--- config.mk ---
export PLATFORM = sky130hd
export DESIGN_NAME = tensor_core_issue_scheduler
export DESIGN_NICKNAME = d
export VERILOG_FILES = /design/src/rtl/tensor_core_issue_scheduler.sv
export SDC_FILE = /design/constraint.sdc
export NUM_CORES = 1
export LEC_CHECK = 0
export CAP_MARGIN = 20
export CORE_MARGIN = 1.5
export CORE_UTILIZATION = 45
export DETAILED_ROUTE_END_ITERATION = 6
export PLACE_DENSITY = 0.64
export SETUP_SLACK_MARGIN = 0.2
export SKIP_LAST_GASP = 1
export SYNTH_ARGS = -nofsm -noshare
export SYNTH_HDL_FRONTEND = slang
export SYNTH_SLANG_ARGS = --single-unit
--- constraint.sdc ---
create_clock -name clock_in -period 2.9 [get_ports clock_in]
set_input_delay 0.29 -clock clock_in [delete_from_list [all_inputs] [get_ports clock_in]]
set_output_delay 0.29 -clock clock_in [all_outputs]
set_load 0.005 [all_outputs]
--- src/rtl/tensor_core_issue_scheduler.sv ---
// -----------------------------------------------------------------------------
// tensor_core_issue_scheduler
//
// Sits directly in front of the cpu. It buffers the host instruction stream in a
// small FIFO and issues one instruction per cycle on current_instruction_out.
//
// When a TENSOR_CORE_OPERATE (opcode 8'h05) is issued, issue stops and NOPs are
// presented until the tensor core raises done. This keeps tensor-core register
// writes from colliding with the MMA result write-back. If done never arrives
// within OPERATE_TIMEOUT wait cycles, issue resumes and a sticky error is raised.
//
// Parameters
//   FIFO_DEPTH       instruction FIFO entries (power of 2, >= 2)
//   OPERATE_TIMEOUT  maximum wait cycles before the timeout error (>= 2)
//
// Ports
//   clock_in                 system clock (same clock as the cpu)
//   reset_n_in               asynchronous, active-low reset
//   host_instruction_in      instruction word from the host
//   host_valid_in            host_instruction_in is valid
//   host_ready_out           FIFO can accept a word (count < FIFO_DEPTH)
//   tensor_core_done_in      tensor core finished its calculation
//   current_instruction_out  registered instruction to the cpu
//   busy_out                 waiting for the tensor core
//   fifo_count_out           occupied FIFO entries
//   timeout_error_out        sticky: an OPERATE timed out (cleared by reset only)
//
// Optional build macro SCHED_PERF_COUNTERS_EN adds:
//   issued_count_out[15:0]   non-NOP instructions popped (wraps)
//   stall_count_out[15:0]    cycles spent waiting for the tensor core (wraps)
// -----------------------------------------------------------------------------
module tensor_core_issue_scheduler #(
  parameter int FIFO_DEPTH      = 4,
  parameter int OPERATE_TIMEOUT = 16
) (
  input  logic                        clock_in,
  input  logic                        reset_n_in,
  input  logic [31:0]                 host_instruction_in,
  input  logic                        host_valid_in,
  output logic                        host_ready_out,
  input  logic                        tensor_core_done_in,
  output logic [31:0]                 current_instruction_out,
  output logic                        busy_out,
  output logic [$clog2(FIFO_DEPTH):0] fifo_count_out,
  output logic                        timeout_error_out
`ifdef SCHED_PERF_COUNTERS_EN
  ,
  output logic [15:0]                 issued_count_out,
  output logic [15:0]                 stall_count_out
`endif
);

  localparam int AW = $clog2(FIFO_DEPTH);
  localparam int CW = $clog2(OPERATE_TIMEOUT);

  localparam logic [AW:0]   FULL_COUNT     = (AW+1)'(FIFO_DEPTH);
  localparam logic [CW-1:0] TIMEOUT_LAST   = CW'(OPERATE_TIMEOUT - 1);
  localparam logic [31:0]   NOP_WORD       = 32'h0000_0008;
  localparam logic [7:0]    OPCODE_OPERATE = 8'h05;

  localparam logic [0:0] ST_ISSUE   = 1'b0;
  localparam logic [0:0] ST_WAIT_TC = 1'b1;

  logic [0:0]    state;
  logic [CW-1:0] tc_cnt;

  logic [31:0]   mem [FIFO_DEPTH];
  logic [AW-1:0] wr_ptr;
  logic [AW-1:0] rd_ptr;
  logic [31:0]   head;
  logic          push;
  logic          pop;

  // Ready depends only on the registered count, so a full FIFO refuses a word
  // even on a cycle where it is also popping.
  assign host_ready_out = (fifo_count_out < FULL_COUNT);
  assign push           = host_valid_in & host_ready_out;
  assign pop            = (state == ST_ISSUE) && (fifo_count_out != '0);
  assign head           = mem[rd_ptr];
  assign busy_out       = (state == ST_WAIT_TC);

  // NOTE: the storage array has no reset; an entry is only read after it has
  // been written, and leaving it out keeps the array mappable to plain RAM.
  always_ff @(posedge clock_in) begin
    if (push) begin
      mem[wr_ptr] <= host_instruction_in;
    end
  end

  // NOTE: all clocked state uses non-blocking assignments so every register
  // samples the pre-edge values of the others, independent of block order.
  always_ff @(posedge clock_in or negedge reset_n_in) begin
    if (!reset_n_in) begin
      wr_ptr         <= '0;
      rd_ptr         <= '0;
      fifo_count_out <= '0;
    end else begin
      // Pointers are exactly log2(depth) bits wide, so they wrap naturally.
      if (push) wr_ptr <= wr_ptr + AW'(1);
      if (pop)  rd_ptr <= rd_ptr + AW'(1);
      case ({push, pop})
        2'b10:   fifo_count_out <= fifo_count_out + (AW+1)'(1);
        2'b01:   fifo_count_out <= fifo_count_out - (AW+1)'(1);
        default: fifo_count_out <= fifo_count_out;
      endcase
    end
  end

  always_ff @(posedge clock_in or negedge reset_n_in) begin
    if (!reset_n_in) begin
      state                   <= ST_ISSUE;
      tc_cnt                  <= '0;
      current_instruction_out <= NOP_WORD;
      timeout_error_out       <= 1'b0;
    end else begin
      case (state)
        ST_ISSUE: begin
          if (pop) begin
            current_instruction_out <= head;
            // The OPERATE word itself is shown for exactly this one cycle.
            if (head[7:0] == OPCODE_OPERATE) begin
              state  <= ST_WAIT_TC;
              tc_cnt <= '0;
            end
          end else begin
            current_instruction_out <= NOP_WORD;
          end
        end
        ST_WAIT_TC: begin
          current_instruction_out <= NOP_WORD;
          tc_cnt                  <= tc_cnt + CW'(1);
          // done takes priority, so a done on the final wait cycle is not an error.
          if (tensor_core_done_in) begin
            state <= ST_ISSUE;
          end else if (tc_cnt == TIMEOUT_LAST) begin
            state             <= ST_ISSUE;
            timeout_error_out <= 1'b1;
          end
        end
        default: begin
          state                   <= ST_ISSUE;
          current_instruction_out <= NOP_WORD;
        end
      endcase
    end
  end

`ifdef SCHED_PERF_COUNTERS_EN
  always_ff @(posedge clock_in or negedge reset_n_in) begin
    if (!reset_n_in) begin
      issued_count_out <= '0;
      stall_count_out  <= '0;
    end else begin
      if (pop && (head != NOP_WORD)) issued_count_out <= issued_count_out + 16'd1;
      if (state == ST_WAIT_TC)       stall_count_out  <= stall_count_out + 16'd1;
    end
  end
`endif

endmodule
# [Word-level counts from Yosys, hierarchy flattened]
# Memory sizes are Yosys's and may differ from the RTL's.
# Cells that the tools add are included.
[classes] n_reduce_logical=5 n_mux=13 n_div=0 bitwise=3 n_addsub=5 shift=0 n_lt_le_gt_ge=1 n_mul=0 eq_ne=6
[op_table] op="32-bit one-hot mux with 2 select lines" n=1
[op_table] op="32-bit two-way mux" n=1
[op_table] op="8-bit by 3-bit equality test with 1-bit output (second input constant)" n=1
[op_table] op="4-bit two-way mux" n=2
[op_table] op="4-bit one-hot mux with 2 select lines" n=1
[op_table] op="1-bit two-way mux" n=6
[op_table] op="3-bit one-hot mux with 2 select lines" n=1
[op_table] op="2-bit by 1-bit adder with 2-bit output (second input constant)" n=2
[op_table] op="4-bit by 1-bit adder with 4-bit output (second input constant)" n=1
[op_table] op="4-bit equality test (second input constant)" n=1
[op_table] op="3-bit by 1-bit adder with 3-bit output (second input constant)" n=1
[op_table] op="3-bit less-than comparator (second input constant)" n=1
[op_table] op="3-bit AND reduction" n=1
[op_table] op="3-bit nonzero test" n=1
[op_table] op="3-bit by 1-bit subtractor with 3-bit output (second input constant)" n=1
[op_table] op="2-bit by 1-bit equality test with 1-bit output (second input constant)" n=1
[op_table] op="2-bit equality test (second input constant)" n=1
[op_table] op="2-bit by 1-bit != test with 1-bit output (second input constant)" n=1
[op_table] op="2-bit != test (second input constant)" n=1
[op_table] op="1-bit inverter" n=2
[op_table] op="1-bit one-hot mux with 2 select lines" n=1
[op_table] op="2-bit AND reduction" n=1
[op_table] op="2-bit nonzero test" n=1
[op_table] op="1-bit AND" n=1
[op_table] op="1-bit logical AND" n=1
[totals] latchBits=0 romBits=0 out_inout_bits=38 in_bits=36 regBits=45 wordCells=41 mem_bits_rw=128 mem_count=1
[memory_table] name="mem" words=4 word_bits=32 read_ports=1 rd_clocked_by_memory_dff=0 write_ports=1 line="67" source="logic [31:0] mem [FIFO_DEPTH];"

# [Depth between registers and ports, before layout]
# An unclocked memory read counts as a cell.
[logic_depth] ltp_word=5 ltp_mapped=9 ltp_nobuf=8

# [Worst setup path after synthesis]
# OpenSTA, ideal clock, no wires.
[synth_path] path_kind="register -> register" startpoint="reg state (netlist: busy_out)" endpoint="reg fifo_count_out[2]" path_stages_with_launch=10 period_less_slack_ps=2111 setup_ps=80 required_time_ps=2820 arrival_time_ps=2031 slack_ps=789 n_path_buf=2 path_cell_list="dfrtp_1 clkbuf_1 nor2_1 clkbuf_1 ha_1 inv_1 fa_1 xor2_1 nor2_1 xnor2_1"
[synth_via] elab_chain_len=4 elab_cells_between_ends=6 cone_classes="2 x eq/ne; 1 x mux; 1 x bitwise; 2 x reduce/logical"
[synth_rtl] element="start: declaration" line="64" source="logic [0:0] state;"
[synth_rtl] element="start signal: assignment" line="111" source="state <= ST_ISSUE;"
[synth_rtl] element="start signal: assignment" line="122" source="state <= ST_WAIT_TC;"
[synth_rtl] element="start signal: assignment" line="134" source="state <= ST_ISSUE;"
[synth_rtl] element="1-bit inverter *"
[synth_rtl] element="1-bit logical AND *" line="78" source="assign pop = (state == ST_ISSUE) && (fifo_count_out != '0);"
[synth_rtl] element="2-bit by 1-bit equality test with 1-bit output / 2-bit equality test (equally long branches)" line="101" source="case ({push, pop})"
[synth_rtl] element="3-bit one-hot mux with 2 select lines / 2-bit nonzero test (equally long branches)"
[synth_rtl] element="end signal: assignment" line="102" source="2'b10: fifo_count_out <= fifo_count_out + (AW+1)'(1);"
[synth_rtl] element="end signal: assignment" line="103" source="2'b01: fifo_count_out <= fifo_count_out - (AW+1)'(1);"
[synth_rtl] element="end signal: assignment" line="104" source="default: fifo_count_out <= fifo_count_out;"
[synth_rtl] element="end: declaration" line="44" source="output logic [$clog2(FIFO_DEPTH):0] fifo_count_out,"
# Every way passes the cells marked *; elsewhere a longest branch is shown, timed or not.
# A chain may end at the register's enable or synchronous reset.

# [Worst setup path after layout]
[layout_path] startpoint="reg fifo_count_out[0]" endpoint="reg fifo_count_out[2]"
[layout_via] elab_chain_len=4 elab_cells_between_ends=10 cone_classes="2 x add/sub; 1 x order compare; 2 x eq/ne; 1 x mux; 1 x bitwise; 3 x reduce/logical"
[layout_rtl] element="3-bit less-than comparator / 3-bit nonzero test (equally long branches)" line="76, 78"
[layout_rtl] element="1-bit AND / 1-bit logical AND (equally long branches)" line="77, 78"
[layout_rtl] element="2-bit by 1-bit equality test with 1-bit output / 2-bit equality test (equally long branches)" line="101"
[layout_rtl] element="3-bit one-hot mux with 2 select lines / 2-bit nonzero test (equally long branches)"
# Parallel ways exist; a longest one is shown, timed or not.

==> metrics <==
kind of path behind the tightest hold check primary input to async pin; number of pins exceeding their max-slew limit in the final report 0; multiplexer fraction of the synthesized cell area 12.1%; Cell variety after synth 31; fraction of final layout cells sized beyond drive strength 1 18.7%; Maximum Capacitance Violations 0; share of the synthesized area in compound gates (AO/OA/AOI/OAI) 0.725%; clock input transition at the sequential cells of the worst setup and hold paths 0.06 ns; TritonCTS buffer count 17; Row Count 43; first-pass GRT wire length about 17000 um; final hold slack between 0.3 and 0.4 ns; leading area contributor after synthesis sky130_fd_sc_hd__edfxtp_1; RSZ-0062 raised after global routing false; Initial DRT Pass Iterations 4; number of enable-type register cells in the synthesized netlist around 130; Hold Fails Final Rpt 0; setup slack of the worst register-to-register path 0.81 ns; Die Wd 122 um; synthesized area divided by synthesized cell count 21.3 um2; capturing point of the worst reg2reg path fifo_count_out[2]$_DFFE_PN0P_; count leader, synth sky130_fd_sc_hd__edfxtp_1; TNS Setup 0 ns; XOR/XNOR share of the synthesized area between 1 and 1.5%; Synthesized Nets 343; arrival time of the worst setup path between 2 and 2.5 ns; # nets final 432; clock root buffer sky130_fd_sc_hd__clkbuf_16; worst-path fanout max 33; footprint of the multi-input gates 1310 um2; count of synthesis-stage warnings from yosys 0; FFs w/ async S/R, synth 26.0%; number of nets with antenna violations after routing 0; critical path endpoint category flip-flop; starting DRC count in detailed routing roughly 170; worst reg2reg startpoint fifo_count_out[0]$_DFFE_PN0P_; number of antenna violations at the first check in global routing 0; remaining global-route overflow 0; combinational family with the most area after synthesis multiplexers; fraction of the core area covered by cells at the end of the flow 57.6%; total detailed-routing wirelength approximately 11000 um; number of diodes added for antenna fixing 0; signed area change from the synthesized netlist to the final layout 25.1%; VDD IR max 476 uV; cell count after synthesis 300; Critical Path RT between 3 and 4 ns; proportion of netlist area held by the largest area contributor 60.2%; Fmax achieved 0.479 GHz; source-to-sink clock delay at the later pin of the worst-skew pair 0.42 ns; result of the run finished, final reports clean; largest net degree at the start of global routing 46; critical path launch point type flip-flop; Wirelength per Cell 18.9 um; CTS tree done; power per unit of standard cell area 984 nW/um2; IO Count 74; share of synthesized cell area in full adder, half adder and majority cells around 1.5%; initial core utilization 46.0%; combined flip-flop and latch cell area 4970 um2; detailed-route vias per instance 5.11; Top FF cell, synth sky130_fd_sc_hd__edfxtp_1; static leakage ~0.0028 uW; clock sinks 173; number of fill cells in the layout 1042; overall via count from detail_route 2972; Register-to-Register Path Depth 9; routability cong. between 0.6 and 0.7; Period minus WS final 2.09 ns; number of H-tree branching levels 4; via count of the first global-routing pass roughly 3200; register bit total from synthesis ~170; top post-synthesis cells by area sky130_fd_sc_hd__edfxtp_1 (60%), sky130_fd_sc_hd__dfrtp_1 (17%), sky130_fd_sc_hd__mux4_2 (8.5%); clock tree skew after final layout slightly above 0.009 ns; CTS Buffer Depth 2; area of the core roughly 14000 um2; post-detail-place hpwl 6580 um; Die Footprint ~15000 um2; Die Height 122 um; post-layout total power about 7900 uW; number of failing setup endpoints in the final timing report 0; Crit Path Category flip-flop to flip-flop; post-synthesis share of cell area spent on and, or, nand and nor gates under 10%; actual slew at the worst max-slew pin 0.846 ns; quantity of I/O buffers inserted on ports 73; commonest cells in the synthesized netlist sky130_fd_sc_hd__edfxtp_1 (128), sky130_fd_sc_hd__dfrtp_1 (44), sky130_fd_sc_hd__and2_1 (35), sky130_fd_sc_hd__mux4_2 (24), sky130_fd_sc_hd__inv_1 (9); Period Utilization, post-route 72.0%; count of buffers added by post-CTS timing repair for setup 0; DRC 0; worst slew slack as a fraction of its limit 43.6%; global routing usage summed across all routing layers roughly 16%; share of synthesized area occupied by flip-flops and latches 77.8%; Netlist Area Pre-Place 6390 um2
-- cell type report --
class                           instances  share of cell area [%]
Multi-Input combinational cell        106                    16.4
Tap cell                              180                    2.82
Timing Repair Buffer                   82                    10.7
Inverter                                9                   0.423
Clock buffer                           19                    5.67
Sequential cell                       173                    62.2
Clock inverter                         13                    1.75
-- repair_timing --
item	in CTS	in global routing
gates resized for setup	0	0
endpoints found under the hold margin	0	13
hold buffers	0	1
-- sequential cells by signal, indices dropped and copies added, names as in the netlist --
register and flops:
busy_out 1, wr_ptr 2, rd_ptr 2, timeout_error_out 1, mem 128, current_instruction_out 32, fifo_count_out 3, tc_cnt 4
-- cells by family after synthesis --
logic type,after synthesis
DFF,173
buffers and inverters,21
and+or+nand+nor,49
muxes,34
xor gates and xnor gates,9
adders and majority gates,7
AOI/OAI and AO/OA,7
-- critical path, stage by stage, from the launching register on --
cell and delay (ns):
sky130_fd_sc_hd__dfrtp_1 0.41, sky130_fd_sc_hd__nor3_1 0.43, sky130_fd_sc_hd__nor2_2 0.04, sky130_fd_sc_hd__buf_4 0.26, sky130_fd_sc_hd__ha_1 0.25, sky130_fd_sc_hd__inv_1 0.07, sky130_fd_sc_hd__fa_1 0.17, sky130_fd_sc_hd__xor2_1 0.15
sky130_fd_sc_hd__nor2_1 0.06, sky130_fd_sc_hd__xnor2_1 0.11
-- layer usage --
metal,part of all wire [%],up-vias,global-route usage (%)
li1,-,1341,-
met1,44,1539,20.5
met2,50,78,26.2
met3,3.9,14,4.31
met4,1.4,0,6.76
met5,0,-,0
-- layout by cell type (no fill, tap or decap), types with 3 or more instances in the layout --
| master | count |
|---|---|
| sky130_fd_sc_hd__edfxtp_1 | 128 |
| sky130_fd_sc_hd__clkdlybuf4s50_1 | 72 |
| sky130_fd_sc_hd__dfrtp_1 | 42 |
| sky130_fd_sc_hd__and2_1 | 31 |
| sky130_fd_sc_hd__mux4_2 | 24 |
| sky130_fd_sc_hd__clkbuf_16 | 17 |
| sky130_fd_sc_hd__inv_1 | 9 |
| sky130_fd_sc_hd__mux4_1 | 8 |
| sky130_fd_sc_hd__ha_1 | 6 |
| sky130_fd_sc_hd__clkinvlp_4 | 6 |
| sky130_fd_sc_hd__xnor2_1 | 5 |
| sky130_fd_sc_hd__buf_12 | 5 |
| sky130_fd_sc_hd__and2_2 | 4 |
| sky130_fd_sc_hd__xor2_1 | 4 |
| sky130_fd_sc_hd__a31oi_1 | 4 |
| sky130_fd_sc_hd__buf_4 | 3 |
-- through the flow --
| stage | instances | area [um2] | worst slack (ns) |
|---|---|---|---|
| 2_1_floorplan | 300 | 6390 | 0.789 |
| 6_report | 582 | 8000 | 0.811 |
| 3_5_place_dp | 548 | 7370 | 0.676 |
| 4_1_cts | 580 | 7970 | 0.773 |
| 3_3_place_gp | 548 | 7370 | 0.697 |
| 5_1_grt | 582 | 8000 | 0.652 |
-- power by group --
| part | internal, uW | switching [uW] | leakage (uW) |
|---|---|---|---|
| combinational | 1250 | 813 | 0.000841 |
| sequential | 3240 | 326 | 0.00171 |
| clock | 1320 | 921 | 0.000272 |
-- worst max path at each step --
stage	from	endpoint	slack, ns	cells after the start
after floorplan	busy_out$_DFF_PN0_	fifo_count_out[2]$_DFFE_PN0P_	0.79	9
after global placement	host_valid_in	mem[1][8]$_DFFE_PP_	0.70	4
after detailed placement	host_valid_in	mem[0][8]$_DFFE_PP_	0.68	4
after CTS	rd_ptr[0]$_DFFE_PN0N_	current_instruction_out[14]$_DFF_PN0_	0.77	3
after global routing	fifo_count_out[0]$_DFFE_PN0P_	fifo_count_out[2]$_DFFE_PN0P_	0.65	9
final	fifo_count_out[0]$_DFFE_PN0P_	fifo_count_out[2]$_DFFE_PN0P_	0.81	9
No activity file was read; power rests on OpenSTA's default activity.
